<file path="src/rtl/trax_move_parser.sv">
// trax_move_parser: assembles referee ASCII lines into packed TRAX moves and a sticky colour
module trax_move_parser #(
  parameter int COL_W   = 10,
  parameter int ROW_W   = 10,
  parameter int MAX_DIG = 4
) (
  input  logic                     clock,
  input  logic                     reset,
  input  logic [7:0]               rx_byte,
  input  logic                     rx_valid,
  output logic [COL_W+ROW_W+1:0]   move_out,
  output logic                     end_receive,
  output logic                     color,
  output logic                     color_valid,
  output logic                     parse_error
);
  localparam int CW = COL_W + 6;
  localparam int RW = ROW_W + 4;
  localparam int DW = $clog2(MAX_DIG + 1);
  typedef enum logic [2:0] {S_IDLE, S_CLR, S_CEND, S_COL, S_ROW, S_TEND, S_DROP} state_t;
  state_t                  state_q, state_d;
  logic [COL_W-1:0]        col_q, col_d;
  logic [ROW_W-1:0]        row_q, row_d;
  logic [DW-1:0]           dig_q, dig_d;
  logic                    lz_q, lz_d;
  logic                    at_q, at_d;
  logic [1:0]              tile_q, tile_d;
  logic                    pend_q, pend_d;
  logic [COL_W+ROW_W+1:0]  move_q, move_d;
  logic                    end_receive_q, end_receive_d;
  logic                    parse_error_q, parse_error_d;
  logic                    color_q, color_d;
  logic                    color_valid_q, color_valid_d;
  logic                    is_lf, is_cr, is_let, is_at, is_dig, is_tile, is_dash, is_wb;
  logic [1:0]              tile_v;
  logic [CW-1:0]           col_ext;
  logic [RW-1:0]           row_ext;
  logic                    col_ovf, row_ovf, row_full;
  assign is_lf    = rx_byte == 8'h0A;
  assign is_cr    = rx_byte == 8'h0D;
  assign is_at    = rx_byte == 8'h40;
  assign is_dash  = rx_byte == 8'h2D;
  assign is_wb    = rx_byte == 8'h57 || rx_byte == 8'h42;
  assign is_let   = rx_byte >= 8'h41 && rx_byte <= 8'h5A;
  assign is_dig   = rx_byte >= 8'h30 && rx_byte <= 8'h39;
  assign is_tile  = rx_byte == 8'h2B || rx_byte == 8'h2F || rx_byte == 8'h5C;
  assign tile_v   = rx_byte == 8'h2F ? 2'b01 : rx_byte == 8'h5C ? 2'b10 : 2'b00;
  // Letter value is the low five bits ('A'=1 .. 'Z'=26); overflow checked before truncation
  assign col_ext  = CW'(col_q) * CW'(26) + CW'(rx_byte[4:0]);
  assign row_ext  = RW'(row_q) * RW'(10) + RW'(rx_byte[3:0]);
  assign col_ovf  = |col_ext[CW-1:COL_W];
  assign row_ovf  = |row_ext[RW-1:ROW_W];
  assign row_full = dig_q == DW'(MAX_DIG);
  assign move_out    = move_q;
  assign end_receive = end_receive_q;
  assign color       = color_q;
  assign color_valid = color_valid_q;
  assign parse_error = parse_error_q;
  // Next-state and datapath decode for one accepted byte; CR and idle cycles leave everything held
  always_comb begin
    state_d       = state_q;
    col_d         = col_q;
    row_d         = row_q;
    dig_d         = dig_q;
    lz_d          = lz_q;
    at_d          = at_q;
    tile_d        = tile_q;
    pend_d        = pend_q;
    move_d        = move_q;
    end_receive_d = 1'b0;
    parse_error_d = 1'b0;
    color_d       = color_q;
    color_valid_d = color_valid_q;
    if (rx_valid && !is_cr) begin
      case (state_q)
        S_IDLE: begin
          state_d = is_dash ? S_CLR : (is_at || is_let) ? S_COL : is_lf ? S_IDLE : S_DROP;
          col_d   = is_let ? COL_W'(rx_byte[4:0]) : '0;
          at_d    = is_at;
        end
        S_CLR: begin
          state_d       = is_wb ? S_CEND : is_lf ? S_IDLE : S_DROP;
          pend_d        = is_wb ? rx_byte == 8'h42 : pend_q;
          parse_error_d = is_lf;
        end
        S_CEND: begin
          state_d       = is_lf ? S_IDLE : S_DROP;
          color_d       = is_lf ? pend_q : color_q;
          color_valid_d = color_valid_q | is_lf;
        end
        S_COL: begin
          if (is_let && !at_q && !col_ovf) begin
            col_d = col_ext[COL_W-1:0];
          end else if (is_dig) begin
            state_d = S_ROW;
            row_d   = ROW_W'(rx_byte[3:0]);
            dig_d   = DW'(1);
            lz_d    = rx_byte[3:0] == 4'd0;
          end else begin
            state_d       = is_lf ? S_IDLE : S_DROP;
            parse_error_d = is_lf;
          end
        end
        S_ROW: begin
          if (is_dig && !lz_q && !row_full && !row_ovf) begin
            row_d = row_ext[ROW_W-1:0];
            dig_d = dig_q + DW'(1);
          end else if (is_tile) begin
            state_d = S_TEND;
            tile_d  = tile_v;
          end else begin
            state_d       = is_lf ? S_IDLE : S_DROP;
            parse_error_d = is_lf;
          end
        end
        S_TEND: begin
          state_d       = is_lf ? S_IDLE : S_DROP;
          move_d        = is_lf ? {col_q, row_q, tile_q} : move_q;
          end_receive_d = is_lf;
        end
        S_DROP: begin
          state_d       = is_lf ? S_IDLE : S_DROP;
          parse_error_d = is_lf;
        end
        default: state_d = S_IDLE;
      endcase
    end
  end
  // All state and registered outputs, cleared by the synchronous active-low reset
  always_ff @(posedge clock) begin
    if (!reset) begin
      state_q       <= S_IDLE;
      col_q         <= '0;
      row_q         <= '0;
      dig_q         <= '0;
      lz_q          <= 1'b0;
      at_q          <= 1'b0;
      tile_q        <= '0;
      pend_q        <= 1'b0;
      move_q        <= '0;
      end_receive_q <= 1'b0;
      parse_error_q <= 1'b0;
      color_q       <= 1'b0;
      color_valid_q <= 1'b0;
    end else begin
      state_q       <= state_d;
      col_q         <= col_d;
      row_q         <= row_d;
      dig_q         <= dig_d;
      lz_q          <= lz_d;
      at_q          <= at_d;
      tile_q        <= tile_d;
      pend_q        <= pend_d;
      move_q        <= move_d;
      end_receive_q <= end_receive_d;
      parse_error_q <= parse_error_d;
      color_q       <= color_d;
      color_valid_q <= color_valid_d;
    end
  end
endmodule

</file>
<file path="config.mk">
export PLATFORM = sky130hd
export DESIGN_NAME = trax_move_parser
export DESIGN_NICKNAME = d
export VERILOG_FILES = /design/src/rtl/trax_move_parser.sv
export SDC_FILE = /design/constraint.sdc
export NUM_CORES = 1
export LEC_CHECK = 0
export CAP_MARGIN = 20
export CORE_MARGIN = 1.5
export CORE_UTILIZATION = 53
export DETAILED_ROUTE_END_ITERATION = 16
export GPL_ROUTABILITY_DRIVEN = 0
export PLACE_DENSITY_LB_ADDON = 0.3
export SETUP_SLACK_MARGIN = 0.2
export SYNTH_ARGS = -nofsm -noshare
export SYNTH_HDL_FRONTEND = slang
export SYNTH_SLANG_ARGS = --single-unit
</file>
<file path="constraint.sdc">
create_clock -name clock -period 4.6 [get_ports clock]
set_input_delay 0.92 -clock clock [delete_from_list [all_inputs] [get_ports clock]]
set_output_delay 0.92 -clock clock [all_outputs]
set_load 0.05 [all_outputs]
</file>
==> qor.txt, run 1 <==
Global-route wire length before repair: 18000 microns
Clock Latency Late Sink: 350 ps
Final hold violations: 0
Worst hold path class: reg2reg
Setup-failing EPs final: 0
Layout cell share with drive strength beyond 1: 6.81%
Crit path required time: 4830 ps
Pleak: 0.00215 uW
Largest stage delay, worst path: 480 ps
Number of distinct library cells after synthesis: 59
Routed Antenna Nets: 0
Post-synthesis sequential area ratio: 26.1%
Top FF cell, synth: dfxtp_1
Clock tree buffer depth: 2
Initial Utilization: 55.7%
Die H: 93.8 microns
Total number of vias: 3986
Synth Area in Compound Gates: 15.8%
Final design utilization: 64.6%
Top cell type's share of synthesized area: 26.1%
Final Max Tran Viols: 0
Sw Ratio: 23.2%
Worst slack, placed: 563 ps
CP Class: reg2reg
Crit path cell chain: ha_1 > fa_1 > ha_1 > or2_2 > or3_1 > o22ai_1 > mux2_2 > nor4_1 > and3_1 > o21ai_2 > a31o_2
DRT Wirelength: 10700 microns
Vias in the first global route: 3750
Clock Sinks: 57
Comb pwr share: 7.5%
Mean Syn Cell Area: 7.92 sq um
CTS tree: built
Drt first pass iters: 6
Global route overflow: 0
Internal power: 903 uW
Syn_nets: 623
Max_cap viols: 0
PostCTS Resize Cnt: 0
WHS: 452 ps
Postcts setup bufs: 0
Synth Warn #: 0
Power Total: 1180 uW
Drt via density: 5.79
Synth Area in Simple Gates: 24.4%
Num CTS Buffers: 9
Fin nets: 653
Xor and xnor area share after synthesis: 3.80%
Dpl hpwl: 8100 microns
Initial antenna violation count: 0
Synth area leaders: dfxtp_1 (26%), ha_1 (14%), nand2_1 (9.4%)
# hold bufs at CTS: 0
DR DRC count: 0
H-tree depth: 3
Slowest stage cell, crit path: fa_1
Net switching power: 273 uW
Die width: 93.8 microns
Seq cells post-synth: 57
Seq pwr share: 42.8%
Max Freq: 0.253 GHz
Synth cell count leaders: nand2_1 (110), dfxtp_1 (57), ha_1 (50)
Worst setup SP type: flop
Overall Global Routing Usage: 25.9%
Final min period: 3950 ps
Iter 0 DRT Violations: 211
CP endpoint kind: flop
Max Fanout on Critical Path: 10
Root Buffer: clkbuf_8
Status: finished, final reports clean
IO Port Bufs: 36
Worst path arrival time: 4180 ps
Cell taking the most area after synthesis: dfxtp_1
Main combinational cell family by area after synthesis: simple AND/OR/NAND/NOR gates
# rows: 32
Largest net degree at the start of global routing: 41
Pwr/cell area: 232 mW/mm^2
Slew headroom: 61.5%
Clock-pin slew on the worst setup and hold paths: 70 ps
Most used cell, CP: ha_1
I/O pin count: 37
Synth async-reset ratio: 0%
Top-count cell post-synth: nand2_1
Adder-cell share of the synthesized area: 18.9%
Clk_skew: 10.8 ps
Ant diodes: 0
Worst vdd ir: 0.122 mV
Area growth, synth to finish: 15.8%
Die area: 0.00881 sq mm
Post-synthesis mux area share: 5.66%
Drt wl/cell: 15.5 microns
TNS Setup: 0 ps
Post-synth EDFFs: 0
Tightest Pin Transition: 577 ps
Clk pwr share: 49.7%
RSZ-0062 raised after global routing: false
Post-Synthesis Cell Area: 0.00437 sq mm
Critical path's top delay family: simple AND/OR/NAND/NOR gates
Setup slack after layout: 650 ps
Bufs and invs on worst path: 0
Mapped Cells: 552
Period utilisation layout: 85.9%
CORE AREA: 0.00785 sq mm
worst min-delay path, cell delays in order, from the launching register on:
cell	delay [ps]
dfxtp_1	310
nand2_1	50
a21oi_1	50
per-stage QoR:
step | instances | cell area [sq um]
after global placement | 673 | 4820
after floorplan | 552 | 4370
after detailed placement | 673 | 4820
after CTS | 689 | 5070
final | 689 | 5070
after global routing | 689 | 5070
power groups by stage:
stage               Clock (uW)  Sequential (uW)  Combinational [uW]
floorplan                    0              509                60.7
global placement             0              514                84.0
CTS                        587              503                85.9
detailed placement           0              514                84.7
finish                     585              503                87.7
global route               610              504                96.1
cells in the final DEF, fill, tap and decap left out, types with 4 or more instances in the layout:
cell type,instances
o2111ai_1,4
o21ai_0,24
nor2b_1,7
dfxtp_1,57
nand2_1,110
a31o_2,4
nand3_1,18
and2_1,4
fa_1,10
or3_1,5
nor3_1,6
clkdlybuf4s50_1,36
clkbuf_8,10
o31a_1,5
nand4_1,6
nor2_1,33
a211oi_1,7
nor4_1,4
ha_1,50
o211ai_1,5
a21oi_1,37
inv_1,35
xnor2_1,9
buf_4,7
nor4b_1,4
mux2i_1,21
xor2_1,10
a21o_1,6
final timing paths:
| path | from | to | slack [ps] | cells past startpoint |
|---|---|---|---|---|
| max reg2reg | col_q[7] | col_q[9] | 650 | 11 |
| min | tile_q[0] | move_out[0] | 450 | 2 |
| max | col_q[7] | col_q[9] | 650 | 11 |
| min reg2reg | tile_q[0] | move_out[0] | 450 | 2 |
sequential cells by signal, summed over array words and instances, names as in the netlist:
name and flops:
tile_q 2, color_valid 1, move_out 22, row_q 10, lz_q 1, dig_q 3
col_q 10, parse_error 1, state_q 3, pend_q 1, at_q 1, color 1
end_receive 1
kinds of logic after synthesis:
| logic type | after synthesis |
|---|---|
| and+or+nand+nor | 224 |
| AOI/OAI and AO/OA | 108 |
| buffers and inverters | 60 |
| adders and majority gates | 60 |
| DFF | 57 |
| muxes | 24 |
| xor gates and xnor gates | 19 |
metal layers:
layer,track usage (%),vias to the layer above,share of wire (%)
met2,40.1,116,44
met1,37.1,1880,49
met5,0,-,0
met3,4.45,13,5.2
met4,7.21,0,1.1
li1,-,1977,-
cell type report:
class	count	area [sq um]
flip-flops and latches	57	1140
repair buffers	43	413
fillers	696	2780
multi-input cells	435	3010
well taps	102	128
clock buffers	11	141
clock inverters	5	103
inverters	36	135
(Power assumes the default switching activity.)
==> inputs of run 2 (changes only) <==
--- a/config.mk
+++ b/config.mk
@@ -8,6 +8,7 @@
 export CAP_MARGIN = 20
 export CORE_MARGIN = 1.5
 export CORE_UTILIZATION = 53
+export CTS_CLUSTER_DIAMETER = 120
 export DETAILED_ROUTE_END_ITERATION = 16
 export GPL_ROUTABILITY_DRIVEN = 0
 export PLACE_DENSITY_LB_ADDON = 0.3
==> results of run 2 <==
The final DEF is identical to that of run 1; final timing and power are the same.
